--- src/rtl/sd_cmd_arbiter.sv ---
// Fixed-priority arbiter (CMD12 > CMD23 > driver) sequencing one SD command at a time through issue, response wait and Ncc gap.
// Grant is combinational in IDLE; result/watchdog pulses are registered one cycle after the completing event.
module sd_cmd_arbiter #(
    parameter int GapCycles      = 8,
    parameter int WatchdogCycles = 1024
) (
    input  logic        clk_i,
    input  logic        rst_i,
    input  logic        clk_en_p_i,
    input  logic [2:0]  req_valid_i,
    input  logic [17:0] req_cmd_i,
    input  logic [95:0] req_arg_i,
    input  logic [5:0]  req_rsp_type_i,
    output logic [2:0]  req_ready_o,
    output logic        cmd_valid_o,
    input  logic        cmd_ready_i,
    output logic [5:0]  cmd_o,
    output logic [31:0] cmd_arg_o,
    output logic [1:0]  rsp_type_o,
    input  logic        cmd_done_i,
    input  logic        cmd_result_valid_i,
    input  logic        cmd_error_i,
    input  logic        timeout_i,
    output logic [2:0]  result_valid_o,
    output logic        result_error_o,
    output logic        wd_timeout_o,
    output logic        err_locked_o,
    input  logic        clear_err_i,
    output logic        busy_o,
    output logic [1:0]  owner_o
);

    localparam logic [1:0] S_IDLE  = 2'd0;
    localparam logic [1:0] S_ISSUE = 2'd1;
    localparam logic [1:0] S_WAIT  = 2'd2;
    localparam logic [1:0] S_GAP   = 2'd3;

    localparam int GW = (GapCycles > 0) ? $clog2(GapCycles + 1) : 1;
    localparam int WW = (WatchdogCycles > 0) ? $clog2(WatchdogCycles + 1) : 1;
    localparam logic [WW:0] WD_LIMIT = (WW+1)'(WatchdogCycles);

    logic [1:0]    state;
    logic [GW-1:0] gap_cnt;
    logic [WW-1:0] wd_cnt;

    logic [2:0]  grant_oh;
    logic [1:0]  grant_idx;
    logic        grant;
    logic [5:0]  sel_cmd;
    logic [31:0] sel_arg;
    logic [1:0]  sel_rsp;
    logic [2:0]  owner_oh;

    logic        active;
    logic [WW:0] wd_inc;
    logic        wd_expire;
    logic        rsp_done;
    logic        complete;
    logic        cpl_err;
    logic        err_event;

    always_comb begin
        grant_oh  = 3'b000;
        grant_idx = 2'd3;
        if (state == S_IDLE && !err_locked_o) begin
            if (req_valid_i[0]) begin
                grant_oh  = 3'b001;
                grant_idx = 2'd0;
            end else if (req_valid_i[1]) begin
                grant_oh  = 3'b010;
                grant_idx = 2'd1;
            end else if (req_valid_i[2]) begin
                grant_oh  = 3'b100;
                grant_idx = 2'd2;
            end
        end
    end

    assign grant       = |grant_oh;
    assign req_ready_o = grant_oh;

    always_comb begin
        sel_cmd = req_cmd_i[5:0];
        sel_arg = req_arg_i[31:0];
        sel_rsp = req_rsp_type_i[1:0];
        case (grant_idx)
            2'd1: begin
                sel_cmd = req_cmd_i[11:6];
                sel_arg = req_arg_i[63:32];
                sel_rsp = req_rsp_type_i[3:2];
            end
            2'd2: begin
                sel_cmd = req_cmd_i[17:12];
                sel_arg = req_arg_i[95:64];
                sel_rsp = req_rsp_type_i[5:4];
            end
            default: ;
        endcase
    end

    always_comb begin
        owner_oh = 3'b000;
        case (owner_o)
            2'd0:    owner_oh = 3'b001;
            2'd1:    owner_oh = 3'b010;
            2'd2:    owner_oh = 3'b100;
            default: owner_oh = 3'b000;
        endcase
    end

    // Watchdog fires on the pulse that brings the count to the limit.
    assign active    = (state == S_ISSUE) || (state == S_WAIT);
    assign wd_inc    = {1'b0, wd_cnt} + (WW+1)'(1);
    assign wd_expire = active && (({1'b0, wd_cnt} >= WD_LIMIT) ||
                                  (clk_en_p_i && (wd_inc >= WD_LIMIT)));

    assign rsp_done  = (rsp_type_o == 2'd0) ? cmd_done_i : cmd_result_valid_i;
    assign complete  = (state == S_WAIT) && (timeout_i || rsp_done);
    assign cpl_err   = timeout_i | (cmd_result_valid_i & cmd_error_i);
    assign err_event = (complete && cpl_err) || (wd_expire && !complete);

    assign cmd_valid_o = (state == S_ISSUE);
    assign busy_o      = (state != S_IDLE);

    always_ff @(posedge clk_i or posedge rst_i) begin
        if (rst_i) begin
            state          <= S_IDLE;
            gap_cnt        <= '0;
            wd_cnt         <= '0;
            owner_o        <= 2'd3;
            cmd_o          <= '0;
            cmd_arg_o      <= '0;
            rsp_type_o     <= '0;
            result_valid_o <= '0;
            result_error_o <= 1'b0;
            wd_timeout_o   <= 1'b0;
            err_locked_o   <= 1'b0;
        end else begin
            result_valid_o <= '0;
            result_error_o <= 1'b0;
            wd_timeout_o   <= 1'b0;

            // A fresh error outranks a simultaneous clear.
            if (err_event)
                err_locked_o <= 1'b1;
            else if (clear_err_i)
                err_locked_o <= 1'b0;

            if (active && clk_en_p_i && ({1'b0, wd_cnt} < WD_LIMIT))
                wd_cnt <= wd_inc[WW-1:0];

            case (state)
                S_IDLE: begin
                    if (grant) begin
                        state      <= S_ISSUE;
                        owner_o    <= grant_idx;
                        cmd_o      <= sel_cmd;
                        cmd_arg_o  <= sel_arg;
                        rsp_type_o <= sel_rsp;
                        wd_cnt     <= '0;
                    end
                end
                S_ISSUE: begin
                    if (wd_expire) begin
                        state          <= S_GAP;
                        gap_cnt        <= GW'(GapCycles);
                        result_valid_o <= owner_oh;
                        result_error_o <= 1'b1;
                        wd_timeout_o   <= 1'b1;
                    end else if (cmd_ready_i) begin
                        state <= S_WAIT;
                    end
                end
                S_WAIT: begin
                    if (complete || wd_expire) begin
                        state          <= S_GAP;
                        gap_cnt        <= GW'(GapCycles);
                        result_valid_o <= owner_oh;
                        result_error_o <= complete ? cpl_err : 1'b1;
                        wd_timeout_o   <= !complete;
                    end
                end
                default: begin
                    if (gap_cnt == '0) begin
                        state   <= S_IDLE;
                        owner_o <= 2'd3;
                    end else if (clk_en_p_i) begin
                        gap_cnt <= gap_cnt - GW'(1);
                        if (gap_cnt == GW'(1)) begin
                            state   <= S_IDLE;
                            owner_o <= 2'd3;
                        end
                    end
                end
            endcase
        end
    end

endmodule

--- config.mk ---
export PLATFORM = sky130hd
export DESIGN_NAME = sd_cmd_arbiter
export DESIGN_NICKNAME = d
export VERILOG_FILES = /design/src/rtl/sd_cmd_arbiter.sv
export SDC_FILE = /design/constraint.sdc
export NUM_CORES = 1
export LEC_CHECK = 0
export CAP_MARGIN = 20
export CORE_AREA = 2 2 105 117
export DETAILED_ROUTE_END_ITERATION = 10
export DIE_AREA = 0 0 107 119
export PLACE_DENSITY_LB_ADDON = 0.2
export RECOVER_POWER = 100
export SYNTH_ARGS = -nofsm -noshare
export SYNTH_HDL_FRONTEND = slang
export SYNTH_SLANG_ARGS = --single-unit
--- constraint.sdc ---
create_clock -name clk_i -period 2.4 [get_ports clk_i]
set_input_delay 0.24 -clock clk_i [delete_from_list [all_inputs] [get_ports clk_i]]
set_output_delay 0.24 -clock clk_i [all_outputs]
set_load 0.03 [all_outputs]
==> out/metrics.yaml <==
cells_and_area:
  utilization_pct: 51.31
  drive_above_1_share_pct: 6.612
  fin_area_um2: 6013
  finalNetCount: 743
  nFillCells: 1117
  area_growth_pct: 67.22
  multi_input_area_um2: 1809
  antennaDiodeCount: 0
  regArea_um2: 1629
clocking:
  cts_buffer_depth: 2
  path_clk_slew_ns: 0.05
  cts_tree: "done"
  cts_hold_buf: 0
  clk-insertion-delay-late_ns: 0.33
  cts_made_buffers: 9
  cts_setup_buffers: 0
  clockRootBuffer: "clkbuf_16"
  clock-sinks: 65
  cts_max_level: 3
placement:
  dpl-instance-area_um2: 5649
  gp_congestion: 0.8329
  dp_hpwl_um: 8100
  port_buffers: 184
  preCtsSetupSlack_ns: -0.1082
sta:
  worst_slack_ns: 0.1470
  setup-violations-final: 0
  finalMaxSlewViolations: 0
  fin_crit_ns: 2.253
  tns_ns: 0
  max-slew-margin-rel_pct: 43.14
  finalClockSkew_ns: 0.009870
  period_share_pct: 93.88
  tightestPinTransition_ns: 0.8519
  finalHoldViolations: 0
  fmax_mhz: 443.8
die:
  die_y_um: 119
  fp.dieArea_um2: 12730
  die_w_um: 107
  rows: 42
  start_util_pct: 30.69
  core-area_um2: 11720
  ioPinCount: 185
setup_path:
  cp_data_arrival_time_ns: 2.01
  critPathLaunchType: "flip-flop"
  worstPathRequired_ns: 2.16
  path_class: "reg -> out"
  critPathMaxFanout: 4
  critical_path.cell_chain: "inv_1 > ha_2 > nand2b_1 > nor3_1 > clkdlybuf4s50_1"
  cp_num_buf_inv: 2
  critical_path.endpoint_type: "output port"
  crit_family: "buffers and inverters"
  critPathMaxStageDelay_ns: 0.70
  slowest_stage: "clkdlybuf4s50_1"
routing:
  via_count: 3613
  vias_per_cell: 4.760
  drt-wirelength-per-cell_um: 14.38
  dr.pass1.iters: 4
  drc: 0
  postRouteAntennaNets: 0
  drt-total-wl_um: 10910
  drt_iter0_markers: 100
grt:
  first_global_vias: 3613
  grt-busiest-layer: "met2"
  grt_max_degree: 49
  grt_usage_pct: 17.15
  globalRouteMet1Util_pct: 18.86
  grt_use_met3_pct: 6.130
  grtUsageMet2_pct: 29.54
  grt_first_pass_wirelength_um: 17190
  grt.overflow.total: 0
  grt_antenna_before_repair: 0
synthesis:
  syn_nets: 565
  synth_edf_count: 0
  yosysTopAreaCellShare_pct: 43.84
  ys_warn_count: 0
  synth_area_leaders: "dfrtp_1 44%, a22oi_1 8.4%, a21oi_1 6.5%"
  synth_fa_ha_area_share_pct: 3.827
  synthXorXnorAreaFrac_pct: 1.949
  synth_common_cells: "63 x dfrtp_1, 61 x nor2_1, 50 x nand2_1"
  synth_async_sr_flop_share_pct: 100.0
  synth.distinct_cells: 46
  synth-seq-cells: 65
  synth_compound_area_share_pct: 26.24
  ys_seq_area_share_pct: 45.30
  synth_top_family_by_area: "compound AO/OA/AOI/OAI gates"
  ys.flop_type: "dfrtp_1"
  syn-cell-area_um2: 3596
  syn_inst: 422
  avgSynthCellArea_um2: 8.521
  synthMuxAreaShare_pct: 0.6263
  synth.largest_area_cell: "dfrtp_1"
  synth-simple-area-share_pct: 17.08
  post-synth-top-count-cell: "dfrtp_1"
pwr:
  ir_worst_vdd_mv: 0.4873
  cellLeakagePower_nw: 2.538
  p_per_area_nw_per_um2: 1204
worst_hold_path:
  hold_class: "reg -> reg"
flow_run:
  drv_cap: 0
run_status:
  status: "finished, final reports clean"
-- power breakdown --
group	switching [W]	internal, W	leakage, nW
combinational	0.00237	0.00159	1.53
sequential	0.000260	0.00152	0.836
clock	0.000469	0.00104	0.172
-- cell usage in the layout, fill, tap and decap left out, types with 5 or more instances in the layout --
cell | synthesis | layout
xor2_1 | 5 | 5
dfrtp_1 | 63 | 63
nor3_1 | 8 | 8
o21ai_0 | 45 | 44
buf_4 | 0 | 6
clkdlybuf4s50_1 | 0 | 131
clkbuf_16 | 0 | 10
nor2_1 | 61 | 60
inv_1 | 16 | 16
a22oi_1 | 40 | 40
a21oi_1 | 47 | 47
nand2_1 | 50 | 50
dlygate4sd3_1 | 0 | 51
ha_1 | 11 | 8
-- per-layer routing --
layer / vias up / share of wire (%)
met5: - / 0
met4: 0 / 2.0
met3: 15 / 8.6
met2: 132 / 50
met1: 1627 / 40
li1: 1839 / -
-- logic make-up after synthesis --
| group | after synthesis |
|---|---|
| xor+xnor | 8 |
| compound gates | 150 |
| fa+ha+maj | 11 |
| buf+inv | 45 |
| mux | 2 |
| flops | 65 |
| simple gates | 141 |
-- worst register-to-register path, stage by stage (launching register included) --
cell	delay [ns]
dfrtp_1	0.39
inv_1	0.09
ha_2	0.32
nand2_1	0.07
or4_1	0.62
a31oi_4	0.29
o21ai_1	0.12
a32o_1	0.21
-- per-stage QoR --
step,instances,power (W),hold slack (ns)
3_3_place_gp,742,0.005779,0.4612
6_report,759,0.007241,0.4686
4_1_cts,758,0.007392,0.2796
3_5_place_dp,742,0.005828,0.4693
2_1_floorplan,422,0.004311,0.3947
5_1_grt,759,0.007791,0.4996
-- final cells by class --
cell class                 instances  share of cell area, %
sequential                        65                  27.09
multi-input combinational        312                  30.09
inverter                          16                 0.9988
clock inverter                     6                  1.748
timing repair buffer             196                  32.90
tap                              154                  3.204
clock buffer                      10                  3.974
-- sequential cells by signal (all words and copies together), names as in the netlist --
register        cells
err_locked_o        1
owner_o             2
gap_cnt             4
wd_timeout_o        1
result_valid_o      3
rsp_type_o          2
cmd_arg_o          32
cmd_o               6
state               2
result_error_o      1
wd_cnt             11
-- path summary, 6_finish.rpt --
kind	start	end	slack, ns	cells after the start
max	state[0]$_DFFE_PP0P_	req_ready_o[1]	0.15	5
min	cmd_arg_o[26]$_DFFE_PP0P_	cmd_arg_o[26]$_DFFE_PP0P_	0.47	2
max reg2reg	state[0]$_DFFE_PP0P_	gap_cnt[2]$_DFFE_PP0P_	0.19	7
min reg2reg	cmd_arg_o[26]$_DFFE_PP0P_	cmd_arg_o[26]$_DFFE_PP0P_	0.47	2
max in group asynchronous	rst_i	cmd_arg_o[7]$_DFFE_PP0P_	0.58	3
min in group asynchronous	rst_i	wd_cnt[5]$_DFF_PP0_	0.53	2
-- what timing repair did --
item	CTS	global route
setup endpoints to repair	42	41
cloned	0	1
resized for setup	4	5
(Power assumes the default switching activity.)
